--- src/rtl/id_ex_stage_pkg.sv ---
// Shared decode constants, PMAItoReg encoding and the registered control bundle
// used by the ID/EX pipeline stage and its hazard detector.
package id_ex_stage_pkg;

  localparam logic [6:0] R_TYPE       = 7'b0110011;
  localparam logic [6:0] I_TYPE_LOAD  = 7'b0000011;
  localparam logic [6:0] S_TYPE       = 7'b0100011;
  localparam logic [6:0] B_TYPE       = 7'b1100011;
  localparam logic [6:0] U_TYPE_LUI   = 7'b0110111;
  localparam logic [6:0] U_TYPE_AUIPC = 7'b0010111;
  localparam logic [6:0] J_TYPE       = 7'b1101111;

  // Write-back source select; only the memory encoding matters for hazards.
  localparam logic [1:0] PMA_TO_REG_MEM = 2'b10;

  typedef struct packed {
    logic       aluSrc;
    logic [3:0] aluCtrl;
    logic       branch;
    logic       memWrite;
    logic       jal;
    logic       jalr;
    logic [1:0] pmaToReg;
    logic       rdWen;
  } ctrl_t;

  function automatic logic rs1Used(input logic [6:0] opcode);
    return !((opcode == U_TYPE_LUI) || (opcode == U_TYPE_AUIPC) || (opcode == J_TYPE));
  endfunction

  function automatic logic rs2Used(input logic [6:0] opcode);
    return (opcode == R_TYPE) || (opcode == S_TYPE) || (opcode == B_TYPE);
  endfunction

endpackage

--- src/rtl/id_ex_stage_hazard_detect.sv ---
// Load-use hazard detector: flags an ID instruction that reads the destination
// of a load currently sitting in EX.
import id_ex_stage_pkg::*;

module hazard_detect #(
  parameter int REG_AW = 5
) (
  input  logic [6:0]        opcodeId_i,
  input  logic [REG_AW-1:0] rs1Id_i,
  input  logic [REG_AW-1:0] rs2Id_i,
  input  logic              validId_i,
  input  logic              validEx_i,
  input  logic              rdWenEx_i,
  input  logic [1:0]        pmaToRegEx_i,
  input  logic [REG_AW-1:0] rdEx_i,
  output logic              loadUse_o
);

  logic producerIsLoad;
  logic rs1Match;
  logic rs2Match;

  // A bubble or invalid slot in EX has valid=0, so it can never be the producer.
  assign producerIsLoad = validEx_i && rdWenEx_i && (pmaToRegEx_i == PMA_TO_REG_MEM)
                          && (rdEx_i != '0);
  assign rs1Match = rs1Used(opcodeId_i) && (rs1Id_i == rdEx_i);
  assign rs2Match = rs2Used(opcodeId_i) && (rs2Id_i == rdEx_i);
  assign loadUse_o = producerIsLoad && validId_i && (rs1Match || rs2Match);

endmodule

--- src/rtl/id_ex_stage.sv ---
// ID/EX pipeline register: registers decode outputs and operands for EX, inserting
// bubbles on load-use hazards and taken branches, and freezing on downstream hold.
import id_ex_stage_pkg::*;

module id_ex_stage #(
  parameter int XLEN   = 32,
  parameter int REG_AW = 5
) (
  input  logic              clk,
  input  logic              rst,
  input  logic [31:0]       instr_ID,
  input  logic              valid_ID,
  input  logic [XLEN-1:0]   pc_ID,
  input  logic [XLEN-1:0]   rs1_data_ID,
  input  logic [XLEN-1:0]   rs2_data_ID,
  input  logic [XLEN-1:0]   imm_ID,
  input  logic              ALU_src_ID,
  input  logic [3:0]        ALU_ctrl_ID,
  input  logic              branch_ID,
  input  logic              MemWrite_ID,
  input  logic              jal_ID,
  input  logic              jalr_ID,
  input  logic [1:0]        PMAItoReg_ID,
  input  logic              rd_wen_ID,
  input  logic              flush_EX,
  input  logic              hold_EX,
  output logic              stall_IF_ID,
  output logic              valid_EX,
  output logic [XLEN-1:0]   pc_EX,
  output logic [XLEN-1:0]   rs1_data_EX,
  output logic [XLEN-1:0]   rs2_data_EX,
  output logic [XLEN-1:0]   imm_EX,
  output logic [REG_AW-1:0] rs1_EX,
  output logic [REG_AW-1:0] rs2_EX,
  output logic [REG_AW-1:0] rd_EX,
  output logic              ALU_src_EX,
  output logic [3:0]        ALU_ctrl_EX,
  output logic              branch_EX,
  output logic              MemWrite_EX,
  output logic              jal_EX,
  output logic              jalr_EX,
  output logic [1:0]        PMAItoReg_EX,
  output logic              rd_wen_EX
);

  logic              valid_q,   valid_d;
  logic [XLEN-1:0]   pc_q,      pc_d;
  logic [XLEN-1:0]   rs1Data_q, rs1Data_d;
  logic [XLEN-1:0]   rs2Data_q, rs2Data_d;
  logic [XLEN-1:0]   imm_q,     imm_d;
  logic [REG_AW-1:0] rs1_q,     rs1_d;
  logic [REG_AW-1:0] rs2_q,     rs2_d;
  logic [REG_AW-1:0] rd_q,      rd_d;
  ctrl_t             ctrl_q,    ctrl_d;

  logic [6:0]        opcodeId;
  logic [REG_AW-1:0] rs1Id;
  logic [REG_AW-1:0] rs2Id;
  logic [REG_AW-1:0] rdId;
  logic              loadUse;
  ctrl_t             ctrlId;
  logic              unusedInstrBits;

  assign opcodeId = instr_ID[6:0];
  assign rdId     = instr_ID[7 +: REG_AW];
  assign rs1Id    = instr_ID[15 +: REG_AW];
  assign rs2Id    = instr_ID[20 +: REG_AW];
  assign unusedInstrBits = ^{instr_ID[31:25], instr_ID[14:12]};

  hazard_detect #(.REG_AW(REG_AW)) u_hazard_detect (
    .opcodeId_i   (opcodeId),
    .rs1Id_i      (rs1Id),
    .rs2Id_i      (rs2Id),
    .validId_i    (valid_ID),
    .validEx_i    (valid_q),
    .rdWenEx_i    (ctrl_q.rdWen),
    .pmaToRegEx_i (ctrl_q.pmaToReg),
    .rdEx_i       (rd_q),
    .loadUse_o    (loadUse)
  );

  // A flush redirects IF, so it must never be masked by a stall request.
  assign stall_IF_ID = (loadUse || hold_EX) && !flush_EX && !rst;

  // Side-effecting controls are gated so an invalid ID slot is inert in EX.
  always_comb begin
    ctrlId          = '0;
    ctrlId.aluSrc   = ALU_src_ID;
    ctrlId.aluCtrl  = ALU_ctrl_ID;
    ctrlId.pmaToReg = PMAItoReg_ID;
    ctrlId.branch   = branch_ID   && valid_ID;
    ctrlId.memWrite = MemWrite_ID && valid_ID;
    ctrlId.jal      = jal_ID      && valid_ID;
    ctrlId.jalr     = jalr_ID     && valid_ID;
    ctrlId.rdWen    = rd_wen_ID   && valid_ID;
  end

  // Priority: flush bubble, then hold, then load-use bubble, then normal load.
  always_comb begin
    valid_d   = valid_q;
    pc_d      = pc_q;
    rs1Data_d = rs1Data_q;
    rs2Data_d = rs2Data_q;
    imm_d     = imm_q;
    rs1_d     = rs1_q;
    rs2_d     = rs2_q;
    rd_d      = rd_q;
    ctrl_d    = ctrl_q;
    if (flush_EX || (!hold_EX && loadUse)) begin
      valid_d   = 1'b0;
      pc_d      = '0;
      rs1Data_d = '0;
      rs2Data_d = '0;
      imm_d     = '0;
      rs1_d     = '0;
      rs2_d     = '0;
      rd_d      = '0;
      ctrl_d    = '0;
    end else if (!hold_EX) begin
      valid_d   = valid_ID;
      pc_d      = pc_ID;
      rs1Data_d = rs1_data_ID;
      rs2Data_d = rs2_data_ID;
      imm_d     = imm_ID;
      rs1_d     = rs1Id;
      rs2_d     = rs2Id;
      rd_d      = rdId;
      ctrl_d    = ctrlId;
    end
  end

  always_ff @(posedge clk) begin
    if (rst) begin
      valid_q   <= 1'b0;
      pc_q      <= '0;
      rs1Data_q <= '0;
      rs2Data_q <= '0;
      imm_q     <= '0;
      rs1_q     <= '0;
      rs2_q     <= '0;
      rd_q      <= '0;
      ctrl_q    <= '0;
    end else begin
      valid_q   <= valid_d;
      pc_q      <= pc_d;
      rs1Data_q <= rs1Data_d;
      rs2Data_q <= rs2Data_d;
      imm_q     <= imm_d;
      rs1_q     <= rs1_d;
      rs2_q     <= rs2_d;
      rd_q      <= rd_d;
      ctrl_q    <= ctrl_d;
    end
  end

  assign valid_EX     = valid_q;
  assign pc_EX        = pc_q;
  assign rs1_data_EX  = rs1Data_q;
  assign rs2_data_EX  = rs2Data_q;
  assign imm_EX       = imm_q;
  assign rs1_EX       = rs1_q;
  assign rs2_EX       = rs2_q;
  assign rd_EX        = rd_q;
  assign ALU_src_EX   = ctrl_q.aluSrc;
  assign ALU_ctrl_EX  = ctrl_q.aluCtrl;
  assign branch_EX    = ctrl_q.branch;
  assign MemWrite_EX  = ctrl_q.memWrite;
  assign jal_EX       = ctrl_q.jal;
  assign jalr_EX      = ctrl_q.jalr;
  assign PMAItoReg_EX = ctrl_q.pmaToReg;
  assign rd_wen_EX    = ctrl_q.rdWen;

endmodule

--- config.mk ---
export PLATFORM = sky130hd
export DESIGN_NAME = id_ex_stage
export DESIGN_NICKNAME = d
export VERILOG_FILES = /design/src/rtl/id_ex_stage_pkg.sv /design/src/rtl/id_ex_stage_hazard_detect.sv /design/src/rtl/id_ex_stage.sv
export SDC_FILE = /design/constraint.sdc
export NUM_CORES = 1
export LEC_CHECK = 0
export BUFFER_PORTS_ARGS = -buffer_cell sky130_fd_sc_hd__buf_2
export CAP_MARGIN = 20
export CORE_AREA = 3 3 127 129
export DETAILED_ROUTE_END_ITERATION = 16
export DIE_AREA = 0 0 130 132
export GPL_ROUTABILITY_DRIVEN = 0
export PLACE_DENSITY = 0.81
export SETUP_SLACK_MARGIN = 0.05
export SLEW_MARGIN = 20
export SYNTH_ARGS = -nofsm -noshare
export SYNTH_HDL_FRONTEND = slang
export SYNTH_HIERARCHICAL = 1
export SYNTH_SLANG_ARGS = --single-unit
--- constraint.sdc ---
create_clock -name clk -period 3.8 [get_ports clk]
set_input_delay 0.57 -clock clk [delete_from_list [all_inputs] [get_ports clk]]
set_output_delay 0.57 -clock clk [all_outputs]
set_load 0.005 [all_outputs]
# Yosys cells after proc, flatten, opt, wreduce, memory -nomap -nowiden

Index checks and enable logic that the tools add are counted.
W data, S select, Z words.

Bits in registers: 156
Bits of input ports: 177

Equality and inequality tests: 9
Reduce and logical (&&, ||, !) cells: 28

Operator list:

| kind                 | number |
|---|---|
| $eq A7 B6 Y1 const B | 3 |
| $logic_and A1 B1 Y1  | 15 |
| $eq A7 B7 Y1 const B | 2 |
| $eq A5 B5 Y1         | 2 |
| $eq A7 B5 Y1 const B | 1 |
| $logic_or A1 B1 Y1   | 7 |
| $reduce_bool A5 Y1   | 1 |
| $logic_not A1 Y1     | 4 |
| $eq A2 B2 Y1 const B | 1 |
| $reduce_or A2 Y1     | 1 |

# Depth between registers and ports, before layout

Gate-level depths: netlist (run 1).

Depth in word-level cells: 10
Gate-level depth with buffers: 8

# Hierarchy

Netlist (run 1), hierarchy kept.

By module, submodules not included:

| module        | times used | cells an instance | area an instance (um2) | seq. area each (um2) |
|---|---|---|---|---|
| id_ex_stage   | 1          | 530               | 6,516.2                | 3,123.0 |
| hazard_detect | 1          | 24                | 191.4                  | 0.0 |

# Least setup slack after synthesis (run 1)

Ideal clock, no wire load.

Path type: in2reg
Start: in instr_ID[2]
End: reg pc_q[27] (netlist: pc_EX[27])
Arrival: 1.800 ns
Required time: 3.668 ns
Path slack: 1.868 ns
Stages: 8
Cell sequence: nand4b_1 > a211oi_1 > nand4_1 > a21oi_1 > nor2b_2 > buf_2 > buf_4 > nor3_1

Cells in the longest elaborated chain, start to end: 10

RTL lines:

| what                                         | RTL line                        | RTL |
|---|---|---|
| from (decl)                                  | id_ex_stage.sv:11               | `input logic [31:0] instr_ID,` |
| $eq A7 B6 Y1 or $eq A7 B5 Y1 (tied branches) | id_ex_stage_pkg.sv:28           | `return !((opcode == U_TYPE_LUI) \|\| (opcode == U_TYPE_AUIPC) \|\| (opcode == J_TYPE));` |
| $logic_or A1 B1 Y1 (2 in a row)              | id_ex_stage_pkg.sv:28           |  |
| $logic_not A1 Y1                             | id_ex_stage_pkg.sv:28           |  |
| $logic_and A1 B1 Y1                          | id_ex_stage_hazard_detect.sv:26 | `assign rs1Match = rs1Used(opcodeId_i) && (rs1Id_i == rdEx_i);` |
| $logic_or A1 B1 Y1 (*)                       | id_ex_stage_hazard_detect.sv:28 | `assign loadUse_o = producerIsLoad && validId_i && (rs1Match \|\| rs2Match);` |
| $logic_and A1 B1 Y1 (*)                      | id_ex_stage_hazard_detect.sv:28 |  |
| net loadUse                                  | id_ex_stage.sv:60               | `logic loadUse;` |
| $logic_and A1 B1 Y1 (*)                      | id_ex_stage.sv:109              | `if (flush_EX \|\| (!hold_EX && loadUse)) begin` |
| $logic_or A1 B1 Y1 (*)                       | id_ex_stage.sv:109              |  |
| $reduce_or A2 Y1 (no source line) (*)        | --                              |  |
| to (signal assigned)                         | id_ex_stage.sv:145              | `pc_q <= pc_d;` |
| to (decl)                                    | id_ex_stage.sv:47               | `logic [XLEN-1:0] pc_q, pc_d;` |

Mark *: on every way through the listed nets, which the timed path passes. The rest lies on a longest branch.
A chain may end at the register's enable or synchronous reset.

# Worst setup path after layout (run 1)

Start: reg rd_q[2] (netlist: rd_EX[2])
End: out stall_IF_ID

Cells in the longest elaborated chain, start to end: 7

RTL lines:

| what                                                      | RTL line                                                                                          | RTL |
|---|---|---|
| from (decl)                                               | id_ex_stage.sv:53                                                                                 | `logic [REG_AW-1:0] rd_q, rd_d;` |
| from (signal assigned)                                    | id_ex_stage.sv:151                                                                                | `rd_q <= rd_d;` |
| $eq A5 B5 Y1, or another cell as far along                | id_ex_stage_hazard_detect.sv:26                                                                   |  |
| $logic_and A1 B1 Y1 (on tied branches)                    | id_ex_stage_hazard_detect.sv:26, id_ex_stage_hazard_detect.sv:25, id_ex_stage_hazard_detect.sv:27 |  |
| $logic_or A1 B1 Y1 or $logic_and A1 B1 Y1 (tied branches) | id_ex_stage_hazard_detect.sv:28                                                                   |  |
| $logic_and A1 B1 Y1 (*)                                   | id_ex_stage_hazard_detect.sv:28                                                                   |  |
| net loadUse                                               | id_ex_stage.sv:60                                                                                 |  |
| $logic_or A1 B1 Y1 (*)                                    | id_ex_stage.sv:83                                                                                 | `assign stall_IF_ID = (loadUse \|\| hold_EX) && !flush_EX && !rst;` |
| $logic_and A1 B1 Y1 (*) (2 in a row)                      | id_ex_stage.sv:83                                                                                 |  |
| to (decl)                                                 | id_ex_stage.sv:27                                                                                 | `output logic stall_IF_ID,` |

Marked as above.

==> out/metrics.csv, run 1 <==
stage,metric,value,unit
detailed_routing,drt-wirelength-per-cell,16.3,um
cts,h-tree-depth,4,
logic_synthesis,synth_top_area_share,46.6,%
job,cap_violations,0,
logic_synthesis,synthArstFlopShare,0,%
logic_synthesis,netlist_area,6710,sq um
cts,cts_sinks,156,
power_and_ir_drop,p_clk_share,47.7,%
timing,finalClockSkew,9.03,ps
cts,path_clk_slew,60,ps
logic_synthesis,synth_cell_types,24,
power_and_ir_drop,p_leak,4.38,nW
power_and_ir_drop,power.density,454,nW/um^2
layout,nets,1025,
timing,fin_crit,2600,ps
global_routing,grt_pass1_vias,5015,
logic_synthesis,synthFlopType,dfxtp_1,
status,status,"finished, final reports clean",
detailed_routing,drt_iter0_drc,274,
logic_synthesis,synth.most_common_cell,dfxtp_1,
logic_synthesis,ys_warn_count,6,
floorplan,pin_count,334,
logic_synthesis,yosysTopAreaCell,dfxtp_1,
timing,setup_viol,0,
logic_synthesis,synth.top_cells.by_count,"156 x dfxtp_1, 151 x mux2i_1, 119 x nor3_2",
critical_path,critPathTopFamily,flip-flops,
cts,cts_tree,done,
global_routing,grt_usage,19.2,%
power_and_ir_drop,vdd_drop_max,0.260,mV
detailed_routing,ant_nets,0,
global_routing,grt_max_degree,114,
critical_path,cp-start-kind,flop,
floorplan,start_util,44.3,%
cts,insertion_delay,410,ps
detailed_routing,drt_drc_violations_left,0,
critical_path,cpMaxStageDelayCell,dfxtp_1,
global_routing,grt_pass1_wl,26300,um
timing,setup_ws,1200,ps
floorplan,rows,45,
floorplan,core,15100,sq um
logic_synthesis,synth.area.top_cells,"dfxtp_1 47%, mux2i_1 23%, nor3_2 18%, buf_6 2.7%, nor3_1 2.5%",
floorplan,die_w,130,um
logic_synthesis,synth.avg_cell_area,12.1,sq um
critical_path,cp_cell_sequence,xor2_1 -> nor3_1 -> o2111ai_1 -> a21oi_1 -> nor2_1 -> nor2_1 -> buf_2,
power_and_ir_drop,p_comb_share,9.9,%
critical_path,critPathRequiredTime,3230,ps
detailed_routing,drt_pre_antenna_iters,4,
layout,antenna_cells,0,
timing,final_max_slew_viol_count,0,
logic_synthesis,synth_cells,554,
critical_path,worst-setup-path-type,reg -> out,
layout,drive_gt1_share,56.1,%
critical_path,crit_path_max_fanout,5,
cts,ctsResizeCount,0,
critical_path,path_buf_inv,1,
place,post-place-ws,1190,ps
cts,cts_setup_buffers,0,
timing,period_share,68.4,%
detailed_routing,routed_wirelength,17100,um
global_routing,grt_remaining_overflow,0,
critical_path,path_common_cell,nor2_1,
power_and_ir_drop,swShare,22.3,%
power_and_ir_drop,p_sw,903,uW
critical_path,critical_path_arrival,2030,ps
timing,rsz0062_at_grt,no,
timing,max_freq,385,MHz
logic_synthesis,seq_area_frac_synth,46.6,%
place,dp_hpwl,12000,um
critical_path,critPathCaptureType,output port,
cts,clockRootBuffer,clkbuf_16,
floorplan,die_h,132,um
timing,hold_violations,0,
layout,synthToLayoutAreaGrowth,33.1,%
global_routing,antenna_found_initial,0,
detailed_routing,routed_via_density,4.99,
power_and_ir_drop,p_seq_share,42.4,%
timing,slew_headroom,47.3,%
timing,tightest_slew,791,ps
power_and_ir_drop,internal_power,3.15,mW
cts,cts_inserted_buffers,17,
floorplan,dieArea,17200,sq um
logic_synthesis,synth_nets,731,
place,numPortBuffers,323,
timing,setup_tns,0,ps
critical_path,cpPeakStageDelay,470,ps
detailed_routing,vias,5237,
logic_synthesis,synth_edf_count,0,
cts,hold_buffers,0,
logic_synthesis,synth_seq_cells,156,
cts,clockBufferDepth,2,
hold_path,hold_path.class,in -> reg,
## cell families (layout without fill, tap and decap cells)
family / count (synthesis) / after routing / share of synthesized area [%]
AO/OA/AOI/OAI: 10 / 10 / 1.14
XOR/XNOR: 10 / 10 / 1.31
multiplexers: 151 / 151 / 22.5
buffers and inverters: 53 / 360 / 6.17
flip-flops: 156 / 156 / 46.6
AND/OR/NAND/NOR: 174 / 174 / 22.3
## cells in the final DEF (no fill, tap or decap), types with 2 or more instances in the layout
| cell | instances |
|---|---|
| a211oi_1 | 6 |
| xnor2_1 | 4 |
| xor2_1 | 6 |
| nor3_1 | 34 |
| clkbuf_8 | 2 |
| nor3_2 | 119 |
| a21oi_1 | 2 |
| and4b_1 | 2 |
| clkbuf_16 | 17 |
| mux2i_1 | 151 |
| nand3b_1 | 5 |
| dfxtp_1 | 156 |
| bufinv_16 | 6 |
| inv_6 | 3 |
| nor2_1 | 3 |
| nand2_1 | 5 |
| clkinv_2 | 3 |
| buf_12 | 4 |
| buf_2 | 322 |
## metrics by stage
step                      power (mW)  utilization, %  instance area [sq um]  hold slack (ps)  std cells
after floorplan                 2.00               -                   6710              463        554
after CTS                       4.10            58.9                   8930              399       1049
after detailed placement        2.16            54.5                   8250              461       1017
final                           4.05            58.9                   8930              420       1049
after global placement          2.15            54.5                   8250              458       1017
after global routing            4.22            58.9                   8930              399       1049
## final cells by class
| class | count | area (sq um) |
|---|---|---|
| clock inverters | 14 | 238 |
| clock buffers | 18 | 439 |
| repair buffers | 328 | 1710 |
| multi-input cells | 345 | 3180 |
| fillers | 1303 | 6220 |
| flip-flops and latches | 156 | 3120 |
| well taps | 188 | 235 |
## state kept, by name, summed over array words and instances (netlist names)
signal        cells
ALU_ctrl_EX       4
valid_EX          1
jal_EX            1
jalr_EX           1
branch_EX         1
MemWrite_EX       1
PMAItoReg_EX      2
rs2_data_EX      32
rs1_EX            5
rd_wen_EX         1
rs2_EX            5
ALU_src_EX        1
imm_EX           32
pc_EX            32
rs1_data_EX      32
rd_EX             5
## path summary, 6_finish.rpt
kind | depth (start not counted) | endpoint | slack (ps) | startpoint
hold reg to reg | 2 | jal_EX | 470 | jal_EX
setup / recovery | 7 | stall_IF_ID | 1200 | rd_EX[2]
hold / removal | 3 | imm_EX[1] | 420 | imm_ID[1]
setup reg to reg | 7 | pc_EX[26] | 1390 | rd_EX[2]
## worst reg2reg max path, stage by stage, from the launching register on
cell and delay, ps:
dfxtp_1 470, xor2_1 120, nor3_1 310, o2111ai_1 200, a21oi_1 220, nor2b_4 270
buf_12 470, nor3_1 210
## routing by layer
| layer | up-vias | share of wire, % | global-route usage [%] |
|---|---|---|---|
| met5 | - | 0 | 0 |
| met4 | 0 | 1.6 | 6.99 |
| met3 | 22 | 8.8 | 6.89 |
| met2 | 214 | 50 | 31.9 |
| met1 | 2426 | 40 | 22.8 |
| li1 | 2575 | - | - |
## power by group through the flow
| stage | sequential [mW] | combinational, mW | clock, mW |
|---|---|---|---|
| 3_5_place_dp | 1.75 | 0.406 | 0 |
| 3_3_place_gp | 1.75 | 0.399 | 0 |
| 2_1_floorplan | 1.76 | 0.242 | 0 |
| 4_1_cts | 1.72 | 0.407 | 1.98 |
| 6_report | 1.72 | 0.402 | 1.93 |
| 5_1_grt | 1.72 | 0.440 | 2.05 |
Power figures use the tool's default switching activity.
==> run 2, diff against run 1 <==
ABC_AREA = 1   (was not set)
CORE_AREA = not set   (was 3 3 127 129)
CORE_MARGIN = 3   (was not set)
CORE_UTILIZATION = 41   (was not set)
DIE_AREA = not set   (was 0 0 130 132)
clock period = 2.3 ns   (was 3.8 ns; I/O delays follow)
==> run 2 against run 1 <==
  * Synthesized cell count is 34% higher
  * Sequential power is 65% higher
  * Worst setup slack worse by 910 ps
  * First-iteration DRC count is 25% lower
  * Critical endpoint unchanged
  * Routed wire length is 4.9% higher
  * Sequential share of layout area is 1.9 points higher
  * Clock-buffer cell count is 1 lower
  * Via count is 12% higher
  * Critical path type unchanged
==> out/metrics.csv, run 2 <==
stage,metric,value,unit,change
timing,final_max_slew_viol_count,0,,unchanged
timing,fin_crit,2010,ps,
detailed_routing,drt-wirelength-per-cell,14.5,um,-11%
floorplan,start_util,42.6,%,-1.7 points
detailed_routing,wl_met3,1480,um,-1.8%
cts,hold_buffers,0,,unchanged
status,status,"finished, final reports clean",,
detailed_routing,routed_via_density,4.74,,-5.0%
floorplan,die_h,130,um,-1.7%
logic_synthesis,synth_top_area_share,49.7,%,+3.2 points
cts,clockBufferDepth,2,,unchanged
logic_synthesis,synth.avg_cell_area,8.46,sq um,-30%
detailed_routing,drt_pre_antenna_iters,5,,+1
global_routing,grt_remaining_overflow,0,,unchanged
critical_path,worst-setup-path-type,reg -> out,,
timing,hold_violations,0,,unchanged
logic_synthesis,synth_seq_cells,156,,unchanged
timing,period_share,87.3,%,
place,dp_hpwl,12700,um,+5.8%
floorplan,core,14800,sq um,-2.6%
critical_path,cpPeakStageDelay,420,ps,-50 ps
logic_synthesis,synth_edf_count,0,,unchanged
detailed_routing,drt_iter0_drc,205,,-25%
timing,slew_headroom,53.8,%,+6.5 points
detailed_routing,drt_drc_violations_left,0,,unchanged
logic_synthesis,seq_area_frac_synth,49.7,%,+3.2 points
critical_path,cpMaxStageDelayCell,dfxtp_1,,
critical_path,cp_cell_sequence,nand2_1 -> nand2_1 -> nand2_4 -> nor2_2 -> nand2_1 -> a21oi_2 -> o21a_1 -> buf_2,,
timing,rsz0062_at_grt,no,,
timing,setup_viol,0,,unchanged
layout,layout_common_cells,"332 x nand2_1, 322 x buf_2, 155 x dfxtp_1, 141 x a21oi_2",,
power_and_ir_drop,p_leak,3.87,nW,-12%
layout,drive_gt1_share,49.0,%,-7.1 points
floorplan,pin_count,334,,unchanged
critical_path,path_common_cell,nand2_1,,
global_routing,grt_pass1_vias,5540,,+10%
power_and_ir_drop,power.density,721,nW/um^2,+59%
global_routing,grt_usage,20.4,%,+1.2 points
logic_synthesis,yosysTopAreaCell,dfxtp_1,,
detailed_routing,routed_wirelength,18000,um,+4.9%
logic_synthesis,synth.most_common_cell,nand2_1,,
layout,final_common_cell,nand2_1,,
logic_synthesis,synth_cell_types,21,,-13%
floorplan,die_w,130,um,-0.20%
critical_path,critPathTopFamily,flip-flops,,
layout,antenna_cells,0,,unchanged
logic_synthesis,synthArstFlopShare,0,%,unchanged
logic_synthesis,ys_warn_count,6,,unchanged
logic_synthesis,synth.top_cells.by_count,"332 x nand2_1, 156 x dfxtp_1, 141 x a21oi_2",,
timing,setup_tns,0,ps,unchanged
layout,synthToLayoutAreaGrowth,34.8,%,
job,cap_violations,0,,unchanged
detailed_routing,routed-wl-met2,8730,um,+1.9%
critical_path,critPathRequiredTime,1960,ps,-1270 ps
layout,nets,1219,,+19%
timing,timing.hold.ws,171,ps,-249 ps
critical_path,crit_path_max_fanout,5,,unchanged
detailed_routing,vias,5879,,+12%
cts,cts_sinks,156,,unchanged
detailed_routing,ant_nets,0,,unchanged
logic_synthesis,synth.area.top_cells,"dfxtp_1 50%, nand2_1 20%, a21oi_2 20%, buf_6 2.7%, buf_2 2.4%",,
detailed_routing,met1_length,7420,um,+9.2%
logic_synthesis,synthFlopType,dfxtp_1,,
cts,insertion_delay,420,ps,about the same
power_and_ir_drop,vdd_drop_max,0.498,mV,+91%
cts,cts_setup_buffers,0,,unchanged
critical_path,cp-start-kind,flop,,
critical_path,critPathCaptureType,output port,,
global_routing,grt_max_degree,157,,+38%
logic_synthesis,synth_cells,742,,+34%
cts,cts_inserted_buffers,17,,unchanged
global_routing,grt_pass1_wl,27400,um,+4.1%
floorplan,dieArea,16800,sq um,-1.9%
global_routing,antenna_found_initial,0,,unchanged
critical_path,path_buf_inv,1,,unchanged
cts,path_clk_slew,70,ps,about the same
timing,max_freq,498,MHz,
detailed_routing,dr.max_layer_used,met4,,
critical_path,critical_path_arrival,1660,ps,-370 ps
timing,tightest_slew,693,ps,-98.1 ps
floorplan,rows,44,,-2.2%
cts,h-tree-depth,4,,unchanged
logic_synthesis,synth_nets,919,,+26%
hold_path,hold_path.class,in -> reg,,
place,numPortBuffers,323,,unchanged
logic_synthesis,netlist_area,6280,sq um,-6.4%
timing,finalClockSkew,9.59,ps,+0.555 ps
layout,n_fill_cell,1306,,+0.23%
critical_path,reg2reg_slack,400,ps,-990 ps
cts,cts_tree,done,,
cts,clockRootBuffer,clkbuf_16,,
[run 2: repair_timing]
item                                    in CTS  in global routing
resized for setup                            0                  1
endpoints found under the setup margin       0                  1
endpoints found under the hold margin        0                  0
[run 2: worst paths after layout]
path	startpoint	end	depth (start not counted)
hold / removal	ALU_src_ID	ALU_src_EX	3
setup reg to reg	rd_EX[0]	rs2_data_EX[0]	10
setup / recovery	rd_EX[0]	stall_IF_ID	8
hold reg to reg	jalr_EX	jalr_EX	2
[run 2: report_power, final]
group / leakage (nW) / internal [mW] / total [mW] / switching [mW]
Sequential: 1.27 / 2.79 / 2.83 / 0.0450
Combinational: 2.33 / 0.271 / 0.637 / 0.366
Clock: 0.269 / 1.42 / 2.63 / 1.21
Total: 3.87 / 4.48 / 6.10 / 1.63
[run 2: per-layer routing]
metal | track usage [%] | vias to the layer above
met5 | 0 | -
met4 | 7.15 | 0
met3 | 6.43 | 19
met2 | 34.7 | 231
met1 | 24.3 | 2666
li1 | - | 2963
[run 2: per-stage QoR]
stage                     util [%]  power, mW  std cells  cell area [sq um]  worst slack, ps
after floorplan                  -       3.25        742               6280              800
after global placement        53.6       3.52       1207               7910              342
after detailed placement      53.6       3.53       1207               7910              332
after CTS                     57.3       6.18       1239               8460              212
after global routing          57.4       6.38       1239               8460             91.4
final                         57.4       6.10       1239               8460              293
[run 2: cells by family after synthesis]
kind of cell,synth area share (%)
flops,49.7
simple gates,21.7
xor+xnor,0.558
compound gates,21.3
buf+inv,6.70
[run 2: tightest hold or removal path: stages]
cell and delay, ps:
buf_2 90, nand2_1 50, a21oi_1 50
[run 2: cell type report]
class,instances,area (sq um),area share [%]
clock buffers,17,425,5.03
repair buffers,333,1740,20.6
clock inverters,15,130,1.54
inverters,15,58.8,0.695
well taps,184,230,2.72
multi-input cells,519,2750,32.5
flip-flops and latches,156,3120,36.9
